<file path="src/rtl/sd_spi_master_pkg.sv">
// Shared encodings for the SD card SPI master: FSM states, idle MOSI level and
// the reset value of the received-byte register.
package sd_spi_master_pkg;

    typedef enum logic [1:0] {
        SPI_IDLE = 2'd0,
        SPI_LOW  = 2'd1,
        SPI_HIGH = 2'd2
    } spi_state_t;

    localparam logic       SPI_IDLE_MOSI = 1'b1;
    localparam logic [7:0] SPI_DOUT_RST  = 8'hFF;

endpackage

</file>
<file path="src/rtl/sd_spi_clkdiv.sv">
// Phase timer for the SPI master: reloads to CLK_DIV-1 on every phase entry and
// flags phase_end while the count sits at zero.
module sd_spi_clkdiv #(
    parameter int CLK_DIV = 1
) (
    input  logic fclk,
    input  logic rst_n,
    input  logic reload,
    output logic phase_end
);

    localparam int            CW         = $clog2(CLK_DIV) + 1;
    localparam logic [CW-1:0] RELOAD_VAL = CW'(CLK_DIV - 1);

    logic [CW-1:0] cnt;

    always_ff @(posedge fclk or negedge rst_n) begin
        if (!rst_n) begin
            cnt <= '0;
        end else if (reload) begin
            cnt <= RELOAD_VAL;
        end else if (cnt != '0) begin
            cnt <= cnt - CW'(1);
        end
    end

    assign phase_end = (cnt == '0);

endmodule

</file>
<file path="src/rtl/sd_spi_master.sv">
// SPI mode-0 byte shifter for the SD slot, MSB first, sdclk = fclk/(2*CLK_DIV).
// Build option SD_SPI_RESTART_EN: a start strobe during a transfer restarts it.
module sd_spi_master
    import sd_spi_master_pkg::*;
#(
    parameter int CLK_DIV = 1
) (
    input  logic       fclk,
    input  logic       rst_n,
    input  logic       sd_start,
    input  logic [7:0] sd_datain,
    output logic [7:0] sd_dataout,
    output logic       sdclk,
    output logic       sddo,
    input  logic       sddi,
    output logic       busy,
    output logic [1:0] dbg_state
);

    spi_state_t state;
    logic [6:0] shreg;
    logic [2:0] bitcnt;
    logic       phase_end_raw;
    logic       phase_end;
    logic       start_ok;
    logic       last_bit;
    logic       reload;

    // Handshake: sd_start is a one-fclk strobe with sd_datain valid in that cycle
    // only; busy is high from the following edge until the byte is in sd_dataout.
`ifdef SD_SPI_RESTART_EN
    assign start_ok = sd_start;
`else
    assign start_ok = sd_start && (state == SPI_IDLE);
`endif

    assign phase_end = phase_end_raw && (state != SPI_IDLE);
    assign last_bit  = (state == SPI_HIGH) && (bitcnt == 3'd7);
    assign reload    = start_ok || (phase_end && !last_bit);
    assign dbg_state = state;

    sd_spi_clkdiv #(.CLK_DIV(CLK_DIV)) u_clkdiv (
        .fclk      (fclk),
        .rst_n     (rst_n),
        .reload    (reload),
        .phase_end (phase_end_raw)
    );

    // shreg only keeps bits 6..0: bit 7 goes straight to sddo at load time.
    always_ff @(posedge fclk or negedge rst_n) begin
        if (!rst_n) begin
            state      <= SPI_IDLE;
            shreg      <= '0;
            bitcnt     <= '0;
            sd_dataout <= SPI_DOUT_RST;
            sdclk      <= 1'b0;
            sddo       <= SPI_IDLE_MOSI;
            busy       <= 1'b0;
        end else if (start_ok) begin
            state  <= SPI_LOW;
            shreg  <= sd_datain[6:0];
            sddo   <= sd_datain[7];
            bitcnt <= '0;
            busy   <= 1'b1;
            sdclk  <= 1'b0;
        end else if (phase_end) begin
            case (state)
                SPI_LOW: begin
                    sdclk <= 1'b1;
                    state <= SPI_HIGH;
                end
                SPI_HIGH: begin
                    sdclk <= 1'b0;
                    shreg <= {shreg[5:0], sddi};
                    if (bitcnt == 3'd7) begin
                        sd_dataout <= {shreg, sddi};
                        busy       <= 1'b0;
                        sddo       <= SPI_IDLE_MOSI;
                        state      <= SPI_IDLE;
                    end else begin
                        sddo   <= shreg[6];
                        bitcnt <= bitcnt + 3'd1;
                        state  <= SPI_LOW;
                    end
                end
                default: state <= SPI_IDLE;
            endcase
        end
    end

endmodule

</file>
<file path="config.mk">
export PLATFORM = sky130hd
export DESIGN_NAME = sd_spi_master
export DESIGN_NICKNAME = d
export VERILOG_FILES = /design/src/rtl/sd_spi_master_pkg.sv /design/src/rtl/sd_spi_clkdiv.sv /design/src/rtl/sd_spi_master.sv
export SDC_FILE = /design/constraint.sdc
export NUM_CORES = 1
export LEC_CHECK = 0
export ABC_AREA = 1
export BUFFER_PORTS_ARGS = -buffer_cell sky130_fd_sc_hd__buf_2
export CAP_MARGIN = 40
export CORE_MARGIN = 1
export CORE_UTILIZATION = 51
export CTS_CLUSTER_SIZE = 8
export DETAILED_ROUTE_END_ITERATION = 10
export PLACE_DENSITY = 0.76
export SLEW_MARGIN = 20
export SYNTH_ARGS = -nofsm -noshare
export SYNTH_HDL_FRONTEND = slang
export SYNTH_SLANG_ARGS = --single-unit
</file>
<file path="constraint.sdc">
create_clock -name fclk -period 2.24 [get_ports fclk]
set_clock_uncertainty 0.15 [all_clocks]
set_input_delay 0.224 -clock fclk [delete_from_list [all_inputs] [get_ports fclk]]
set_output_delay 0.224 -clock fclk [all_outputs]
set_load 0.1 [all_outputs]
</file>
# After elaboration in Yosys (flattened, before gate mapping)
# Cells that the tools add are included.
dict set report word_totals {
  ff_bits 24
  word_cells 57
  output_inout_bits 13
  in_bits 12
}
dict set report op_classes {
  n_eq_ne 4
  reduce_logical 17
  n_addsub 2
  bitwise 2
  mux 24
}
# cell count
set op_table {}
lappend op_table {{two-way mux 7 bit} 3}
lappend op_table {{two-way mux 1 bit} 13}
lappend op_table {{two-way mux 3 bit} 4}
lappend op_table {{nonzero test 2 bit} 4}
lappend op_table {{AND reduction 3 bit} 2}
lappend op_table {{logical AND 1 bit} 4}
lappend op_table {{two-way mux 2 bit} 2}
lappend op_table {{case mux 2 bit (2 select lines)} 1}
lappend op_table {{AND reduction 2 bit} 2}
lappend op_table {{AND reduction 4 bit} 1}
lappend op_table {{adder 3 x 1 -> 3 bit (second input constant)} 1}
lappend op_table {{equality test 3 bit (second input constant)} 1}
lappend op_table {{nonzero test 3 bit} 1}
lappend op_table {{equality test 2 x 1 -> 1 bit (second input constant)} 1}
lappend op_table {{equality test 2 bit (second input constant)} 1}
lappend op_table {{zero test 2 bit} 1}
lappend op_table {{!= test 2 bit (second input constant)} 1}
lappend op_table {{inverter 1 bit} 2}
lappend op_table {{case mux 1 bit (2 select lines)} 1}
lappend op_table {{zero test 1 bit} 1}
lappend op_table {{logical OR 1 bit} 1}
lappend op_table {{subtractor 1 bit (second input constant)} 1}

# Longest topological paths before layout
# Gate-level depths: netlist of the first run.
dict set report logic_depth {
  word_depth 6
  ltp_mapped 6
  mapped_depth_nobuf 6
}

# Modules after synthesis
# A second synthesis of the first run with hierarchy kept.
dict set report unflattened {
  cells_unflattened 139
  area_unflattened_um2 1112.3
}
# mod seq_area_each_um2 area_per_inst_um2 cells_per_inst n_inst
set by_module_without_submodules {}
lappend by_module_without_submodules {sd_spi_master 586.8 1101.1 137 1}
lappend by_module_without_submodules {sd_spi_clkdiv 0.0 11.3 2 1}

# Worst setup path before layout of the first run
# OpenSTA, ideal clock, no wires.
dict set report synth_timing {
  path_kind {register to register}
  startpoint {register state[1] (netlist: dbg_state[1])}
  endpoint {register sdclk}
  stages_incl_launch_ff 7
  required_ns 1.965
  arrival_time_ns 1.659
  n_path_buf 1
  period_less_slack_ns 1.934
  path_slack_ns 0.306
  setup_ns 0.125
  cell_sequence {dfrtp_1 > buf_4 > nor2_1 > nor2_2 > inv_2 > nand2_1 > o21ai_1}
}
dict set report synth_between {
  elab_chain_cells 4
  word_cells_on_any_way 12
}
# item line
set synth_lines {}
lappend synth_lines {{start: declaration} sd_spi_master.sv:20} ;# spi_state_t state;
lappend synth_lines {{start signal: assignment} sd_spi_master.sv:52} ;# state <= SPI_IDLE;
lappend synth_lines {{start signal: assignment} sd_spi_master.sv:60} ;# state <= SPI_LOW;
lappend synth_lines {{start signal: assignment} sd_spi_master.sv:70} ;# state <= SPI_HIGH;
lappend synth_lines {{equality test 2 bit, or another cell as far along} sd_spi_master.sv:67} ;# case (state)
lappend synth_lines {{case mux 1 bit (2 select lines), or another cell as far along} sd_spi_master.sv:67}
lappend synth_lines {{two-way mux 1 bit, or another cell as far along} sd_spi_master.sv:66} ;# end else if (phase_end) begin
lappend synth_lines {{two-way mux 1 bit or AND reduction 2 bit (tied branches)} --}
lappend synth_lines {{end signal: assignment} sd_spi_master.sv:65} ;# sdclk <= 1'b0;
lappend synth_lines {{end signal: assignment} sd_spi_master.sv:69} ;# sdclk <= 1'b1;
lappend synth_lines {{end signal: assignment} sd_spi_master.sv:73} ;# sdclk <= 1'b0;
lappend synth_lines {{end: declaration} sd_spi_master.sv:13} ;# output logic sdclk,
# Parallel ways exist; a longest one is shown, timed or not. The select of a mux whose other input is x is not followed.
# A chain may end at the register's enable or synchronous reset.

# Worst setup path in the final report of the first run
dict set report layout_timing {
  startpoint {register state[1] (netlist: dbg_state[1])}
  endpoint {output port dbg_state[1]}
}
# item line
set layout_rtl {}
lappend layout_rtl {{end: declaration} sd_spi_master.sv:17} ;# output logic [1:0] dbg_state
# No word-level cell between the ends.

==> flow_metrics.env, run 1 <==
export IMPL_status="finished clean"
export IMPL_viasPerCell=4.88
export IMPL_final_nets=165
export IMPL_wire_per_inst_um=11.3
export IMPL_grt_max_degree=24
export IMPL_post_dp_cell_area_um2=1230
export IMPL_gr_total_overflow=0
export IMPL_tns_ns=0
export IMPL_arrival_ns=1.45
export IMPL_period_share=0.812
export IMPL_place_congestion=0.767
export IMPL_io_pins=25
export IMPL_startpoint="dbg_state[1]"
export IMPL_antenna_found_initial=0
export IMPL_coreArea_um2=2000
export IMPL_drive_above_1_share=0.315
export IMPL_grt_pass1_wl_um=3450
export IMPL_reg2reg_from="bitcnt[0]"
export IMPL_fmax_mhz=550
export IMPL_dp_hpwl_um=1470
export IMPL_synth_seq_area_share=0.532
export IMPL_initial_core_util=0.551
export IMPL_start_kind="flop"
export IMPL_fin_area_um2=1280
export IMPL_grt_pass1_vias=809
export IMPL_hold_class="in2reg"
export IMPL_powerDensity_nw_per_um2=1430
export IMPL_p_leak_uw=0.000666
export IMPL_rrSetupSlack_ns=0.77
export IMPL_crit_chain="buf_2"
export IMPL_critical_path_buf_inv_count=1
export IMPL_synthCells=122
export IMPL_crit_required_ns=1.87
export IMPL_dpl_cell_count=170
export IMPL_layout_commonest_cell="nand2_1"
export IMPL_hold_ws_ns=0.0417
export IMPL_synth_warnings=0
export IMPL_clock_sinks=23
export IMPL_stdcell_count=176
export IMPL_clkLatencyLatePin_ns=0.31
export IMPL_antenna_cells=0
export IMPL_syn_area_um2=1100
export IMPL_slowest_stage="dfrtp_1"
export IMPL_cts_resized=0
export IMPL_hp_start="sd_datain[4]"
export IMPL_die_area_um2=2350
export IMPL_cts_tree="done"
export IMPL_firstDrtPassIters=4
export IMPL_clockBufferDepth=2
export IMPL_wirelength_um=1990
export IMPL_grt_total_usage=0.189
export IMPL_setup_viol=0
export IMPL_crit_path_max_fanout=9
export IMPL_cts_root_buffer="clkbuf_4"
export IMPL_critical_path_max_stage_delay_ns=0.63
export IMPL_final_cell_mix="nand2_1 (44), buf_2 (24), dfrtp_1 (14)"
export IMPL_clk_pin_slew_ns=0.12
export IMPL_synth_area_per_cell_um2=9.05
export IMPL_numPortBuffers=24
export IMPL_drc=0
export IMPL_period_minus_slack_ns=1.82
export IMPL_htreeDepth=1
export IMPL_rsz0062_at_grt="no"
export IMPL_area_growth_synth_to_final_pct=15.6
export IMPL_synth_cell_types=19
export IMPL_chipWidth_um=48.5
export IMPL_syn_nets=137
export IMPL_numCtsBuffers=3
export IMPL_cts_hold_fix_buffers=2
export IMPL_worst_slew_pin_slew_ns=0.491
export IMPL_ys_ff_latch=23
export IMPL_drv_cap=0
export IMPL_end_kind="output pin"
export IMPL_final_hold_viol_count=0
export IMPL_crit_type="reg2out"
export IMPL_cp_top_family="flip-flops"
export IMPL_post_cts_setup_buffers=0
export IMPL_slew_headroom=0.673
export IMPL_vias=858
export IMPL_p_total_uw=1830
export IMPL_irDropWorstVdd_mv=0.851
export IMPL_dieHeight_um=48.5
export IMPL_ant_nets=0
export IMPL_slew_violations=0
export IMPL_rows=16
export IMPL_dr_first_iter_drc_count=16
==> registers in the layout, summed over array words and instances, names as in the netlist <==
| signal | count |
|---|---|
| bitcnt | 3 |
| busy | 1 |
| sddo | 1 |
| shreg | 7 |
| sdclk | 1 |
| sd_dataout | 8 |
| dbg_state | 2 |
==> path summary, 6_finish.rpt <==
path	cells after the start	to
worst min register to register	2	sd_dataout[7]
worst max register to register	5	sd_dataout[5]
min in group asynchronous	2	shreg[0]
worst max-delay path	1	dbg_state[1]
max in group asynchronous	2	sd_dataout[0]
worst min-delay path	4	shreg[4]
==> stage by stage <==
step                      setup WS (ns)  utilization
after global placement            0.783        0.614
after CTS                         0.398        0.638
after detailed placement          0.751        0.614
after global routing              0.338        0.638
after floorplan                   0.306            -
final                             0.420        0.638
==> logic make-up (layout without fill, tap and decap cells) <==
family | Yosys count | after routing | synth area share
fa+ha+maj | 3 | 3 | 0.0340
flops | 23 | 23 | 0.532
compound gates | 16 | 16 | 0.0794
buf+inv | 16 | 43 | 0.0692
simple gates | 64 | 64 | 0.286
==> cell usage after synthesis, drive strengths merged <==
| cell | number | share of area |
|---|---|---|
| dfrtp | 14 | 0.32 |
| inv | 13 | 0.044 |
| nand3b | 8 | 0.054 |
| buf | 3 | 0.025 |
| nor2 | 5 | 0.034 |
| dfstp | 9 | 0.21 |
| o21ai | 16 | 0.079 |
| nand3 | 3 | 0.025 |
| ha | 3 | 0.034 |
| nand2 | 48 | 0.17 |
==> metal layers <==
metal	part of all wire	track usage	vias up
li1	-	-	439
met1	0.50	0.264	396
met2	0.45	0.310	20
met3	0.033	0.0314	3
met4	0.0096	0.0441	0
met5	0	0	-
==> final cells by class <==
cell class	count	area, µm²
fillers	181	726
flip-flops and latches	23	587
multi-input cells	83	440
repair buffers	26	140
inverters	13	48.8
well taps	27	33.8
clock buffers	4	26.3
==> power breakdown <==
group	switching, µW	internal (µW)	total [µW]	leakage, µW
clock network	120	69.4	190	0.0000150
registers	118	587	705	0.000262
logic	739	194	933	0.000388
total	976	850	1830	0.000666
Power figures use the tool's default switching activity.
==> inputs of run 2 (changes only) <==
--- a/config.mk
+++ b/config.mk
@@ -9,10 +9,10 @@
 export BUFFER_PORTS_ARGS = -buffer_cell sky130_fd_sc_hd__buf_2
 export CAP_MARGIN = 40
 export CORE_MARGIN = 1
-export CORE_UTILIZATION = 51
+export CORE_UTILIZATION = 47
 export CTS_CLUSTER_SIZE = 8
 export DETAILED_ROUTE_END_ITERATION = 10
-export PLACE_DENSITY = 0.76
+export PLACE_DENSITY = 0.74
 export SLEW_MARGIN = 20
 export SYNTH_ARGS = -nofsm -noshare
 export SYNTH_HDL_FRONTEND = slang
==> constraint.sdc (replaced) <==
create_clock -name fclk -period 1.6 [get_ports fclk]
set_clock_uncertainty 0.15 [all_clocks]
set_input_delay 0.16 -clock fclk [delete_from_list [all_inputs] [get_ports fclk]]
set_output_delay 0.16 -clock fclk [all_outputs]
set_load 0.1 [all_outputs]
==> run 2 against run 1 <==
Final cell count grew 4.5%. Design area grew 8.0%. Flip-flop and latch count is the same. First-iteration DRC count grew 6.3%. Via count grew 2.9%. Total power grew 44%. Routed wire length grew 8.8%. Highest routed layer unchanged.
==> flow_metrics.env, run 2 (synthesis results as in run 1) <==
export IMPL_crit_chain="buf_2"
export IMPL_clockBufferDepth=2
export IMPL_reg2reg_to="bitcnt[0]"
export IMPL_coreArea_um2=2210
export IMPL_cp_depth=1
export IMPL_numPortBuffers=24
export IMPL_cts_root_buffer="clkbuf_4"
export IMPL_cts_tree="done"
export IMPL_place_congestion=0.780
export IMPL_fmax_mhz=649
export IMPL_hp_start="sd_datain[7]"
export IMPL_gr_total_overflow=0
export IMPL_crit_type="reg2out"
export IMPL_status="finished clean"
export IMPL_largest_reg_flops=8
export IMPL_rrSetupSlack_ns=0.14
export IMPL_post_dp_cell_area_um2=1240
export IMPL_powerDensity_nw_per_um2=1910
export IMPL_slew_headroom=0.671
export IMPL_grt_total_usage=0.202
export IMPL_worstRegToRegCells=6
export IMPL_die_area_um2=2550
export IMPL_io_pins=25
export IMPL_layout_commonest_cell="nand2_1"
export IMPL_numCtsBuffers=3
export IMPL_drive_above_1_share=0.321
export IMPL_grt_pass1_vias=830
export IMPL_fin_area_um2=1380
export IMPL_crit_path_max_fanout=4
export IMPL_final_cell_mix="nand2_1 (44), buf_2 (14), dfrtp_1 (12)"
export IMPL_rows=17
export IMPL_grt_max_degree=24
export IMPL_grt_pass1_wl_um=3720
export IMPL_clkLatencyLatePin_ns=0.30
export IMPL_dp_hpwl_um=1510
export IMPL_final_hold_viol_count=0
export IMPL_period_minus_slack_ns=1.54
export IMPL_rsz0062_at_grt="no"
export IMPL_tns_ns=0
export IMPL_clk_pin_slew_ns=0.12
export IMPL_critical_path_max_stage_delay_ns=0.47
export IMPL_crit_required_ns=1.29
export IMPL_final_nets=172
export IMPL_firstDrtPassIters=4
export IMPL_viasPerCell=4.80
export IMPL_end_kind="output pin"
export IMPL_hold_class="in2reg"
export IMPL_start_kind="flop"
export IMPL_drv_cap=0
export IMPL_critical_path_buf_inv_count=1
export IMPL_ant_nets=0
export IMPL_area_growth_synth_to_final_pct=24.9
export IMPL_largestRegisters="sd_dataout x8, shreg x7, bitcnt x3"
export IMPL_post_cts_setup_buffers=0
export IMPL_arrival_ns=1.23
export IMPL_reg2reg_from="bitcnt[0]"
export IMPL_initial_core_util=0.499
export IMPL_cp_top_family="flip-flops"
export IMPL_antenna_found_initial=0
export IMPL_dr_first_iter_drc_count=17
export IMPL_irDropWorstVdd_mv=1.28
export IMPL_htreeDepth=1
export IMPL_wirelength_um=2160
export IMPL_whs_endpoint="sddo"
export IMPL_clock_sinks=23
export IMPL_slowest_stage="dfrtp_2"
export IMPL_p_leak_uw=0.000695
export IMPL_stdcell_count=184
export IMPL_slew_violations=0
export IMPL_dieHeight_um=50.5
export IMPL_antenna_cells=0
export IMPL_setup_viol=0
export IMPL_min_path_cells=5
export IMPL_p_total_uw=2630
export IMPL_wire_per_inst_um=11.8
export IMPL_vias=883
export IMPL_drc=0
export IMPL_worst_slew_pin_slew_ns=0.493
export IMPL_dpl_cell_count=171
export IMPL_chipWidth_um=50.5
export IMPL_nFillCells=205
export IMPL_period_share=0.963
export IMPL_regMostFlops="sd_dataout"
## run 2: cell types whose count changed in the layout (fill, tap and decap cells not counted), moves of 2 or more
| cell | change |
|---|---|
| clkbuf_4 | +5 |
| dfrtp_1 | -2 |
| buf_4 | +5 |
| buf_2 | -10 |
| dlygate4sd3_1 | +7 |
## run 2: per-stage QoR
step                      utilization  worst slack [ns]  hold WS (ns)
after floorplan                     -            0.0592        -0.286
after global placement          0.559             0.211      -0.00214
after detailed placement        0.559             0.136       0.00616
after CTS                       0.618           0.00147        0.0299
after global routing            0.623          0.000315        0.0497
final                           0.623            0.0600        0.0365
## run 2: report_power, final
part	switching, µW	internal, µW	total, µW
combinational	1050	314	1370
clock	171	93.1	264
sequential	173	831	1000
## run 2: routing by layer
layer / vias to the layer above / track usage / wire, µm
met2: 13 / 0.311 / 1050
met1: 415 / 0.267 / 1030
li1: 451 / - / -
met5: - / 0 / 0
met3: 4 / 0.0424 / 50
met4: 0 / 0.102 / 36
## run 2: cell type report
cell class	instances	area, µm²	area share
clock inverter	1	5.00	0.00363
timing repair buffer	33	235	0.171
inverter	13	48.8	0.0354
tap	28	35.0	0.0254
multi-input combinational	83	440	0.319
clock buffer	3	22.5	0.0163
sequential	23	592	0.429
## run 2: what timing repair did
item | in CTS | in global routing
gates resized for setup | 5 | 5
hold buffers | 9 | 0
pin swaps | 0 | 1
gates cloned | 0 | 0
endpoints found under the setup margin | 5 | 6
hold endpoints to repair | 27 | 0
## run 2: worst max-delay path by stage
| stage | from | slack, ns | to |
|---|---|---|---|
| detailed placement | bitcnt[0] | 0.14 | sd_dataout[5] |
| CTS | sd_dataout[4] | 0.001 | sd_dataout[4] |
| global route | dbg_state[0] | 0.0003 | dbg_state[0] |
| floorplan | dbg_state[1] | 0.06 | sdclk |
| finish | dbg_state[0] | 0.06 | dbg_state[0] |
| global placement | bitcnt[0] | 0.21 | sd_dataout[0] |
